==> src/rtl/instruction_fetch_unit_if.sv <==
// Fetch-stage bus bundle: hazard/decode controls, ROM data in, IF/ID and PC out.
// master: the surroundings (hazard unit, decode, ROM); slave: the fetch unit.
interface instruction_fetch_unit_if #(
  parameter int DATA_WIDTH = 32
);
  logic                  Stall;
  logic                  BranchTaken;
  logic [15:0]           BranchOffset;
  logic                  Jump;
  logic [25:0]           JumpIndex;
  logic                  JumpReg;
  logic [DATA_WIDTH-1:0] JumpRegTarget;
  logic [DATA_WIDTH-1:0] Instruction;
  logic [DATA_WIDTH-1:0] PC;
  logic [DATA_WIDTH-1:0] IFID_Instruction;
  logic [DATA_WIDTH-1:0] IFID_PCPlus4;
  logic                  IFID_Valid;
  logic                  AddrError;

  modport master (
    output Stall, BranchTaken, BranchOffset, Jump, JumpIndex, JumpReg,
           JumpRegTarget, Instruction,
    input  PC, IFID_Instruction, IFID_PCPlus4, IFID_Valid, AddrError
  );

  modport slave (
    input  Stall, BranchTaken, BranchOffset, Jump, JumpIndex, JumpReg,
           JumpRegTarget, Instruction,
    output PC, IFID_Instruction, IFID_PCPlus4, IFID_Valid, AddrError
  );
endinterface

==> src/rtl/instruction_fetch_unit.sv <==
// Instruction fetch stage: owns the PC, drives it to the program ROM and
// latches the returned word into the IF/ID register. Next PC is PC+4 or a
// branch / jump / jump-register redirect from ID (priority JR > J > branch),
// with hazard stall and redirect flush.
// Optional macro FETCH_ALIGN_TRAP_EN: a misaligned JR target raises a sticky
// AddrError and freezes fetch until reset; without it the low target bits are
// silently masked and AddrError is tied low.
module instruction_fetch_unit #(
  parameter int                    DATA_WIDTH = 32,
  parameter logic [DATA_WIDTH-1:0] RESET_PC   = '0,
  parameter logic [DATA_WIDTH-1:0] NOP_WORD   = '0
) (
  input  logic                     clk,
  input  logic                     reset,
  instruction_fetch_unit_if.slave  fetch
);

  localparam logic [DATA_WIDTH-1:0] WORD_STEP  = DATA_WIDTH'(4);
  localparam logic [DATA_WIDTH-1:0] ALIGN_MASK = ~DATA_WIDTH'(3);

  logic [DATA_WIDTH-1:0] pc_reg, pc_next;
  logic [DATA_WIDTH-1:0] ifid_instr_reg, ifid_instr_next;
  logic [DATA_WIDTH-1:0] ifid_pcplus4_reg, ifid_pcplus4_next;
  logic                  ifid_valid_reg, ifid_valid_next;

  logic [DATA_WIDTH-1:0] pc_plus4;
  logic [DATA_WIDTH-1:0] branch_disp;
  logic [DATA_WIDTH-1:0] branch_target;
  logic [DATA_WIDTH-1:0] jump_target;
  logic [DATA_WIDTH-1:0] jr_target;
  logic [DATA_WIDTH-1:0] redirect_target;
  logic                  redirect;

  // Sign-extended word offset shifted left by two, built bit by bit.
  genvar gi;
  generate
    for (gi = 0; gi < DATA_WIDTH; gi++) begin : g_disp
      if (gi < 2) begin : g_zero
        assign branch_disp[gi] = 1'b0;
      end else if (gi < 18) begin : g_field
        assign branch_disp[gi] = fetch.BranchOffset[gi-2];
      end else begin : g_sign
        assign branch_disp[gi] = fetch.BranchOffset[15];
      end
    end
  endgenerate

  // Targets are relative to the ID-stage instruction, i.e. IFID_PCPlus4.
  assign pc_plus4      = pc_reg + WORD_STEP;
  assign branch_target = ifid_pcplus4_reg + branch_disp;
  assign jump_target   = {ifid_pcplus4_reg[DATA_WIDTH-1:28], fetch.JumpIndex, 2'b00};
`ifdef FETCH_ALIGN_TRAP_EN
  // Aligned targets pass through; misaligned ones never reach the PC.
  assign jr_target     = fetch.JumpRegTarget;
`else
  assign jr_target     = fetch.JumpRegTarget & ALIGN_MASK;
`endif

  // A redirect only counts when ID actually holds a fetched instruction.
  assign redirect = ifid_valid_reg & (fetch.JumpReg | fetch.Jump | fetch.BranchTaken);

  // Target select in priority order JR > J > branch.
  always_comb begin
    redirect_target = branch_target;
    if (fetch.JumpReg) begin
      redirect_target = jr_target;
    end else if (fetch.Jump) begin
      redirect_target = jump_target;
    end
  end

`ifdef FETCH_ALIGN_TRAP_EN
  logic addr_error_reg, addr_error_next;
  logic jr_misaligned;
  assign jr_misaligned = ifid_valid_reg & fetch.JumpReg & (|fetch.JumpRegTarget[1:0]);
`endif

  // Next-state selection: (trap) > redirect > stall > normal sequential fetch.
  always_comb begin
    pc_next           = pc_reg;
    ifid_instr_next   = ifid_instr_reg;
    ifid_pcplus4_next = ifid_pcplus4_reg;
    ifid_valid_next   = ifid_valid_reg;
`ifdef FETCH_ALIGN_TRAP_EN
    addr_error_next   = addr_error_reg;
    if (addr_error_reg) begin
      ifid_instr_next = NOP_WORD;
      ifid_valid_next = 1'b0;
    end else if (jr_misaligned) begin
      ifid_instr_next = NOP_WORD;
      ifid_valid_next = 1'b0;
      addr_error_next = 1'b1;
    end else
`endif
    if (redirect) begin
      // The stalled slot is the one being flushed, so redirect beats stall.
      pc_next         = redirect_target;
      ifid_instr_next = NOP_WORD;
      ifid_valid_next = 1'b0;
    end else if (!fetch.Stall) begin
      pc_next           = pc_plus4;
      ifid_instr_next   = fetch.Instruction;
      ifid_pcplus4_next = pc_plus4;
      ifid_valid_next   = 1'b1;
    end
  end

  // PC and IF/ID pipeline register, reset to the boot address and a bubble.
  always_ff @(posedge clk) begin
    if (reset) begin
      pc_reg           <= RESET_PC;
      ifid_instr_reg   <= NOP_WORD;
      ifid_pcplus4_reg <= RESET_PC;
      ifid_valid_reg   <= 1'b0;
    end else begin
      pc_reg           <= pc_next;
      ifid_instr_reg   <= ifid_instr_next;
      ifid_pcplus4_reg <= ifid_pcplus4_next;
      ifid_valid_reg   <= ifid_valid_next;
    end
  end

`ifdef FETCH_ALIGN_TRAP_EN
  // Sticky misaligned-JR flag, cleared only by reset.
  always_ff @(posedge clk) begin
    if (reset) begin
      addr_error_reg <= 1'b0;
    end else begin
      addr_error_reg <= addr_error_next;
    end
  end
  assign fetch.AddrError = addr_error_reg;
`else
  assign fetch.AddrError = 1'b0;
`endif

  assign fetch.PC               = pc_reg;
  assign fetch.IFID_Instruction = ifid_instr_reg;
  assign fetch.IFID_PCPlus4     = ifid_pcplus4_reg;
  assign fetch.IFID_Valid       = ifid_valid_reg;

endmodule

==> src/flat_wrapper.sv <==
// flat-port wrapper written by rule: the top's interface ports become plain ports
module instruction_fetch_unit_flat 
#(
  parameter int                    DATA_WIDTH = 32,
  parameter logic [DATA_WIDTH-1:0] RESET_PC   = '0,
  parameter logic [DATA_WIDTH-1:0] NOP_WORD   = '0
)
  (clk, reset, fetch_Stall, fetch_BranchTaken, fetch_BranchOffset, fetch_Jump, fetch_JumpIndex, fetch_JumpReg, fetch_JumpRegTarget, fetch_Instruction, fetch_PC, fetch_IFID_Instruction, fetch_IFID_PCPlus4, fetch_IFID_Valid, fetch_AddrError);
  instruction_fetch_unit_if #(.DATA_WIDTH(DATA_WIDTH)) fetch_i ();
  input  logic clk;
  input  logic reset;
  input wire logic [$bits(fetch_i.Stall)-1:0] fetch_Stall;
  input wire logic [$bits(fetch_i.BranchTaken)-1:0] fetch_BranchTaken;
  input wire logic [$bits(fetch_i.BranchOffset)-1:0] fetch_BranchOffset;
  input wire logic [$bits(fetch_i.Jump)-1:0] fetch_Jump;
  input wire logic [$bits(fetch_i.JumpIndex)-1:0] fetch_JumpIndex;
  input wire logic [$bits(fetch_i.JumpReg)-1:0] fetch_JumpReg;
  input wire logic [$bits(fetch_i.JumpRegTarget)-1:0] fetch_JumpRegTarget;
  input wire logic [$bits(fetch_i.Instruction)-1:0] fetch_Instruction;
  output wire logic [$bits(fetch_i.PC)-1:0] fetch_PC;
  output wire logic [$bits(fetch_i.IFID_Instruction)-1:0] fetch_IFID_Instruction;
  output wire logic [$bits(fetch_i.IFID_PCPlus4)-1:0] fetch_IFID_PCPlus4;
  output wire logic [$bits(fetch_i.IFID_Valid)-1:0] fetch_IFID_Valid;
  output wire logic [$bits(fetch_i.AddrError)-1:0] fetch_AddrError;
  assign fetch_i.Stall = fetch_Stall;
  assign fetch_i.BranchTaken = fetch_BranchTaken;
  assign fetch_i.BranchOffset = fetch_BranchOffset;
  assign fetch_i.Jump = fetch_Jump;
  assign fetch_i.JumpIndex = fetch_JumpIndex;
  assign fetch_i.JumpReg = fetch_JumpReg;
  assign fetch_i.JumpRegTarget = fetch_JumpRegTarget;
  assign fetch_i.Instruction = fetch_Instruction;
  assign fetch_PC = fetch_i.PC;
  assign fetch_IFID_Instruction = fetch_i.IFID_Instruction;
  assign fetch_IFID_PCPlus4 = fetch_i.IFID_PCPlus4;
  assign fetch_IFID_Valid = fetch_i.IFID_Valid;
  assign fetch_AddrError = fetch_i.AddrError;
  instruction_fetch_unit #(.DATA_WIDTH(DATA_WIDTH), .RESET_PC(RESET_PC), .NOP_WORD(NOP_WORD)) u_core (.clk(clk), .reset(reset), .fetch(fetch_i));
endmodule
==> config.mk <==
export PLATFORM = sky130hd
export DESIGN_NAME = instruction_fetch_unit_flat
export DESIGN_NICKNAME = d
export VERILOG_FILES = /design/src/rtl/instruction_fetch_unit_if.sv /design/src/rtl/instruction_fetch_unit.sv /design/src/flat_wrapper.sv
export SDC_FILE = /design/constraint.sdc
export NUM_CORES = 1
export LEC_CHECK = 0
export CAP_MARGIN = 30
export CORE_ASPECT_RATIO = 0.75
export CORE_MARGIN = 4
export CORE_UTILIZATION = 59
export CTS_CLUSTER_SIZE = 20
export DETAILED_ROUTE_END_ITERATION = 7
export DONT_BUFFER_PORTS = 1
export PLACE_DENSITY = 0.84
export SLEW_MARGIN = 20
export SYNTH_ARGS = -nofsm -noshare
export SYNTH_HDL_FRONTEND = slang
export SYNTH_SLANG_ARGS = --single-unit
export TNS_END_PERCENT = 1
==> constraint.sdc <==
create_clock -name clk -period 2.65 [get_ports clk]
set_input_delay 0.265 -clock clk [delete_from_list [all_inputs] [get_ports clk]]
set_output_delay 0.265 -clock clk [all_outputs]
set_load 0.01 [all_outputs]
### Word level (Yosys, flattened, before mapping)

Cells that the tools add are included.

* bits of input ports: 112
* output and inout bits: 98
* register bits: 97
* logic and storage cells: 18

* equal/unequal tests: 1
* reduce and logical (&&, ||, !) cells: 2
* muxes and demuxes: 4
* add/sub/neg operators: 2
* bitwise gates (word level): 5

Operator list (number)
* 2-to-1 mux 32 bit: 4
* adder 32 x 3 -> 32 bit, second input constant: 1
* adder 32 bit: 1
* != test 2 x 1 -> 1 bit, second input constant: 1
* NOT 1 bit: 2
* OR 1 bit: 2
* AND reduction 2 bit: 1
* OR reduction 2 bit: 1
* AND 1 bit: 1

### Logic depth before layout (Yosys ltp)

* depth in word-level cells: 5
* depth in mapped cells: 10
* gate-level depth less buffers: 10

### Worst setup path before layout

Ideal clock, no wire load.

* path type: register to register
* start point: reg u_core.ifid_pcplus4_reg[2], in the netlist u_core.fetch.IFID_PCPlus4[2]
* end point: reg u_core.pc_reg[24], in the netlist u_core.fetch.PC[24]
* path buffers: 0
* data arrival time: 2.536 ns
* stages on the path, launching flop included: 11
* slack: 0.049 ns
* clock period less this slack: 2.601 ns
* path through: dfxtp_1 ha_1 fa_1 a211oi_2 nor3_2 nor3_2 nor2_2 a2111oi_4 nor3b_1 mux2_1 nor2_1

* cells in the longest elaborated chain, start to end: 4

Ends and longest elaborated chain
* from (decl): RTL line instruction_fetch_unit.sv:23 `logic [DATA_WIDTH-1:0] ifid_pcplus4_reg, ifid_pcplus4_next;`
* from (signal assigned): RTL line instruction_fetch_unit.sv:118 `ifid_pcplus4_reg <= ifid_pcplus4_next;`
* adder 32 bit: RTL line instruction_fetch_unit.sv:50 `assign branch_target = ifid_pcplus4_reg + branch_disp;`
* 2-to-1 mux 32 bit: RTL line instruction_fetch_unit.sv:67 `end else if (fetch.Jump) begin`
* 2-to-1 mux 32 bit: RTL line instruction_fetch_unit.sv:65 `if (fetch.JumpReg) begin`
* 2-to-1 mux 32 bit: RTL line instruction_fetch_unit.sv:95 `if (redirect) begin`
* to (signal assigned): RTL line instruction_fetch_unit.sv:116 `pc_reg <= pc_next;`
* to (decl): RTL line instruction_fetch_unit.sv:21 `logic [DATA_WIDTH-1:0] pc_reg, pc_next;`

No other way between the ends.
A chain may end at the register's enable or synchronous reset.

### Worst setup path in the final report

* start point: reg u_core.ifid_pcplus4_reg[8], in the netlist u_core.fetch.IFID_PCPlus4[8]
* end point: reg u_core.pc_reg[27], in the netlist u_core.fetch.PC[27]

The elaborated chain is that of the path after synthesis.

==> run summary <==
Slew headroom -> 0.583
Max stage delay cell, worst path -> or4_1
Hold path depth -> 2
Vias per Instance -> 6.57
Peak VDD IR -> 0.480 mV
Placed insts -> 983
Worst path arrival time -> 2.88 ns
Ys async rst share -> 0
Endpoint type of the worst setup path -> flip-flop
Root cell of the clock tree -> clkbuf_16
Compound-Gate Fraction of Synth Area -> 0.224
Final-report hold violation count -> 0
Sw Ratio -> 0.359
Port-buffer cells -> 0
Initial Util -> 0.606
Reg2Reg Depth -> 9
Max Slew Vio Count -> 0
H-tree depth -> 3
CP endpoint -> u_core.fetch.PC[27]$_SDFFE_PP0N_
Number of diodes -> 0
CTS Buf Count -> 9
Ys flop type -> dfxtp_1
R2r endpoint -> u_core.fetch.PC[27]$_SDFFE_PP0N_
Post-Synthesis Cells -> 829
Commonest cells in the netlist -> nor2_1 (118), dfxtp_1 (97), nand2_1 (69)
WL per Instance -> 23.0 um
Via count -> 6,590
Worst Setup SP -> u_core.fetch.IFID_PCPlus4[8]$_SDFFE_PP0P_
Netlist cell types -> 75
Clock group share of total power -> 0.334
Number of I/O pins -> 210
CP Class -> flip-flop to flip-flop
Ys Warns -> 0
Syn nets -> 972
Worst-Margin Slew -> 0.623 ns
Post-synthesis adder-cell area fraction -> 0.0596
Share of layout cells above drive strength 1 -> 0.158
Area share of and/or/nand/nor cells after synthesis -> 0.221
Post-synth top area share -> 0.293
Reg2reg start -> u_core.fetch.IFID_PCPlus4[8]$_SDFFE_PP0P_
Vias in the first global route -> 6,243
Xor and xnor area share after synthesis -> 0.0911
Final layout net count -> 1,001
Die Span X -> 130 um
Pre-antenna DRT Iters -> 5
Sequential share of power -> 0.395
Tcrit/Tclk final -> 0.975
Critical path's top delay family -> compound AO/OA/AOI/OAI gates
Min-Delay Path Class -> input port to flip-flop
Lkg Pwr -> 2.95 nW
Row Count -> 33
Antenna violations before repair -> 0
CTS tree -> yes
DP HPWL -> 17.4 mm
Area Overhead vs Synth -> 13.7%
Psw -> 1.53 mW
Number of DRC markers in iteration 0 -> 749
ANT nets after route -> 0
Sink Count -> 97
Post-synthesis mux area share -> 0.0653
Clk buf depth -> 2
Reg2Reg Setup Slack -> 0.07 ns
Logic gate share of total power -> 0.271
Max Clock Freq -> 387 MHz
Final setup fails -> 0
Crit path max fanout -> 7
First-pass GRT wire length -> 35.2 mm
#FFs+latches synth -> 97
Register area share after synthesis -> 0.293
Clock latency on the worst-skew pair -> 0.36 ns
Worst-path cell chain -> ha_2, a211oi_2, o21bai_1, a22o_1, nor2_4, a311oi_1, or4_1, a32o_1, o21ai_1
Most frequent cell after synthesis -> nor2_1
Mapped cell area -> 6630 sq um
Global-route usage over all layers -> 0.346
Critical Path Stages -> 9
Clock slew at reported path FFs -> 0.09 ns
Crit path largest cell delay -> 0.54 ns
Gpl congestion -> 0.942
Die height -> 99.8 um
Crit path required time -> 2.94 ns
Routed WL -> 23.1 mm
Largest family of logic cells by synthesized area -> compound AO/OA/AOI/OAI gates
Post-layout minimum cycle time -> 2.58 ns
RSZ-0062 raised after global routing -> true
Internal power -> 2.74 mW
Finished Core Util -> 0.689
Buf/Inv on CP -> 0
Total Die Area -> 13,000 sq um
Finished Layout Cells -> 1,003
Largest net degree at the start of global routing -> 61
Drc violations -> 0
Core area -> 10,900 sq um
Synth area leaders -> dfxtp_1 (29%), nor2_1 (6.7%), mux2i_1 (6.2%)
Syn_area_per_cell -> 8.00 sq um
Critical Path Source Type -> flip-flop
Power density over the cells -> 567 nW/um^2
Clock skew -> 0.0146 ns
Outcome -> complete, no violations
Post-synth EDFFs -> 0
Largest area contributor in the netlist -> dfxtp_1
MaxCap Viol Count -> 0
GRT overflow -> 0
## worst reg2reg max path, cell delays in order, from the launching register on
cell,delay [ns]
dfxtp_1,0.35
ha_2,0.33
a211oi_2,0.24
o21bai_1,0.14
a22o_1,0.26
nor2_4,0.12
a311oi_1,0.13
or4_1,0.54
a32o_1,0.29
o21ai_1,0.11
## area by class of cell
cell class                 count  area (sq um)
clock buffer                   9           225
clock inverter                 7          96.3
fill                         888          3400
inverter                      15          56.3
multi-input combinational    662          4470
sequential                    97          1940
tap                          140           175
timing repair buffer          73           571
## metal layers
layer	wire (um)	global-route usage	share of wire
met5	0	0	0
met4	298	0.0696	0.013
met3	3280	0.139	0.14
met2	10000	0.507	0.43
met1	9450	0.483	0.41
## sequential cells by signal, indices dropped and copies added (netlist names)
| name | count |
|---|---|
| u_core.fetch.IFID_PCPlus4 | 32 |
| u_core.fetch.IFID_Valid | 1 |
| u_core.fetch.IFID_Instruction | 32 |
| u_core.fetch.PC | 32 |
## cells in the final DEF, fill, tap and decap left out, drive strengths merged, types with 5 or more instances in the layout
| cell | instances |
|---|---|
| nor2 | 122 |
| dfxtp | 97 |
| buf | 72 |
| nand2 | 69 |
| a211oi | 46 |
| xnor2 | 44 |
| a21oi | 44 |
| mux2i | 41 |
| o21ai | 38 |
| ha | 30 |
| nand3 | 27 |
| xor2 | 25 |
| nor3 | 24 |
| inv | 19 |
| nand4 | 13 |
| or3 | 12 |
| o211ai | 11 |
| a311oi | 10 |
| clkbuf | 9 |
| a31oi | 9 |
| a21o | 8 |
| o21bai | 8 |
| nor2b | 7 |
| o22ai | 7 |
| and2 | 6 |
| and3 | 6 |
| o31ai | 5 |
## what timing repair did
item	CTS	global route
resized for setup	2	21
hold buffers	2	0
pin swaps	3	4
endpoints found under the hold margin	51	0
endpoints found under the setup margin	9	18
buffers inserted	1	1
## power by group through the flow
stage                     registers [mW]  clock network, mW  logic [mW]
after CTS                           1.69               1.43        1.11
final                               1.69               1.43        1.16
after global routing                1.71               1.49        1.25
after floorplan                     1.74                  0       0.745
after global placement              1.72                  0        1.05
after detailed placement            1.72                  0        1.08
## worst min-delay path by stage
stage	startpoint	endpoint	slack (ns)
after detailed placement	reset	u_core.fetch.IFID_PCPlus4[29]$_SDFFE_PP0P_	0.35
final	fetch_Instruction[9]	u_core.fetch.IFID_Instruction[9]$_SDFFE_PP0N_	0.05
after floorplan	fetch_Instruction[0]	u_core.fetch.IFID_Instruction[0]$_SDFFE_PP0N_	0.41
after CTS	fetch_Instruction[13]	u_core.fetch.IFID_Instruction[13]$_SDFFE_PP0N_	0.05
after global routing	fetch_Instruction[9]	u_core.fetch.IFID_Instruction[9]$_SDFFE_PP0N_	0.05
after global placement	reset	u_core.fetch.IFID_PCPlus4[30]$_SDFFE_PP0P_	0.35
## cell families after synthesis
| group | Yosys count |
|---|---|
| simple gates | 305 |
| compound gates | 213 |
| flops | 97 |
| buf+inv | 70 |
| xor+xnor | 69 |
| mux | 43 |
| fa+ha+maj | 31 |
| other cells | 1 |
## stage by stage
step / TNS (ns) / setup slack [ns] / instance area (sq um) / total power, mW / hold slack, ns
after floorplan: 0 / 0.0494 / 6630 / 2.49 / 0.409
after global placement: -0.00598 / -0.00598 / 7090 / 2.77 / 0.346
after detailed placement: -0.377 / -0.132 / 7090 / 2.80 / 0.347
after CTS: 0 / 0.0137 / 7460 / 4.23 / 0.0499
after global routing: -0.0844 / -0.0394 / 7540 / 4.45 / 0.0516
final: 0 / 0.0651 / 7540 / 4.28 / 0.0542
Note: power is estimated with default switching activity, not from simulation.
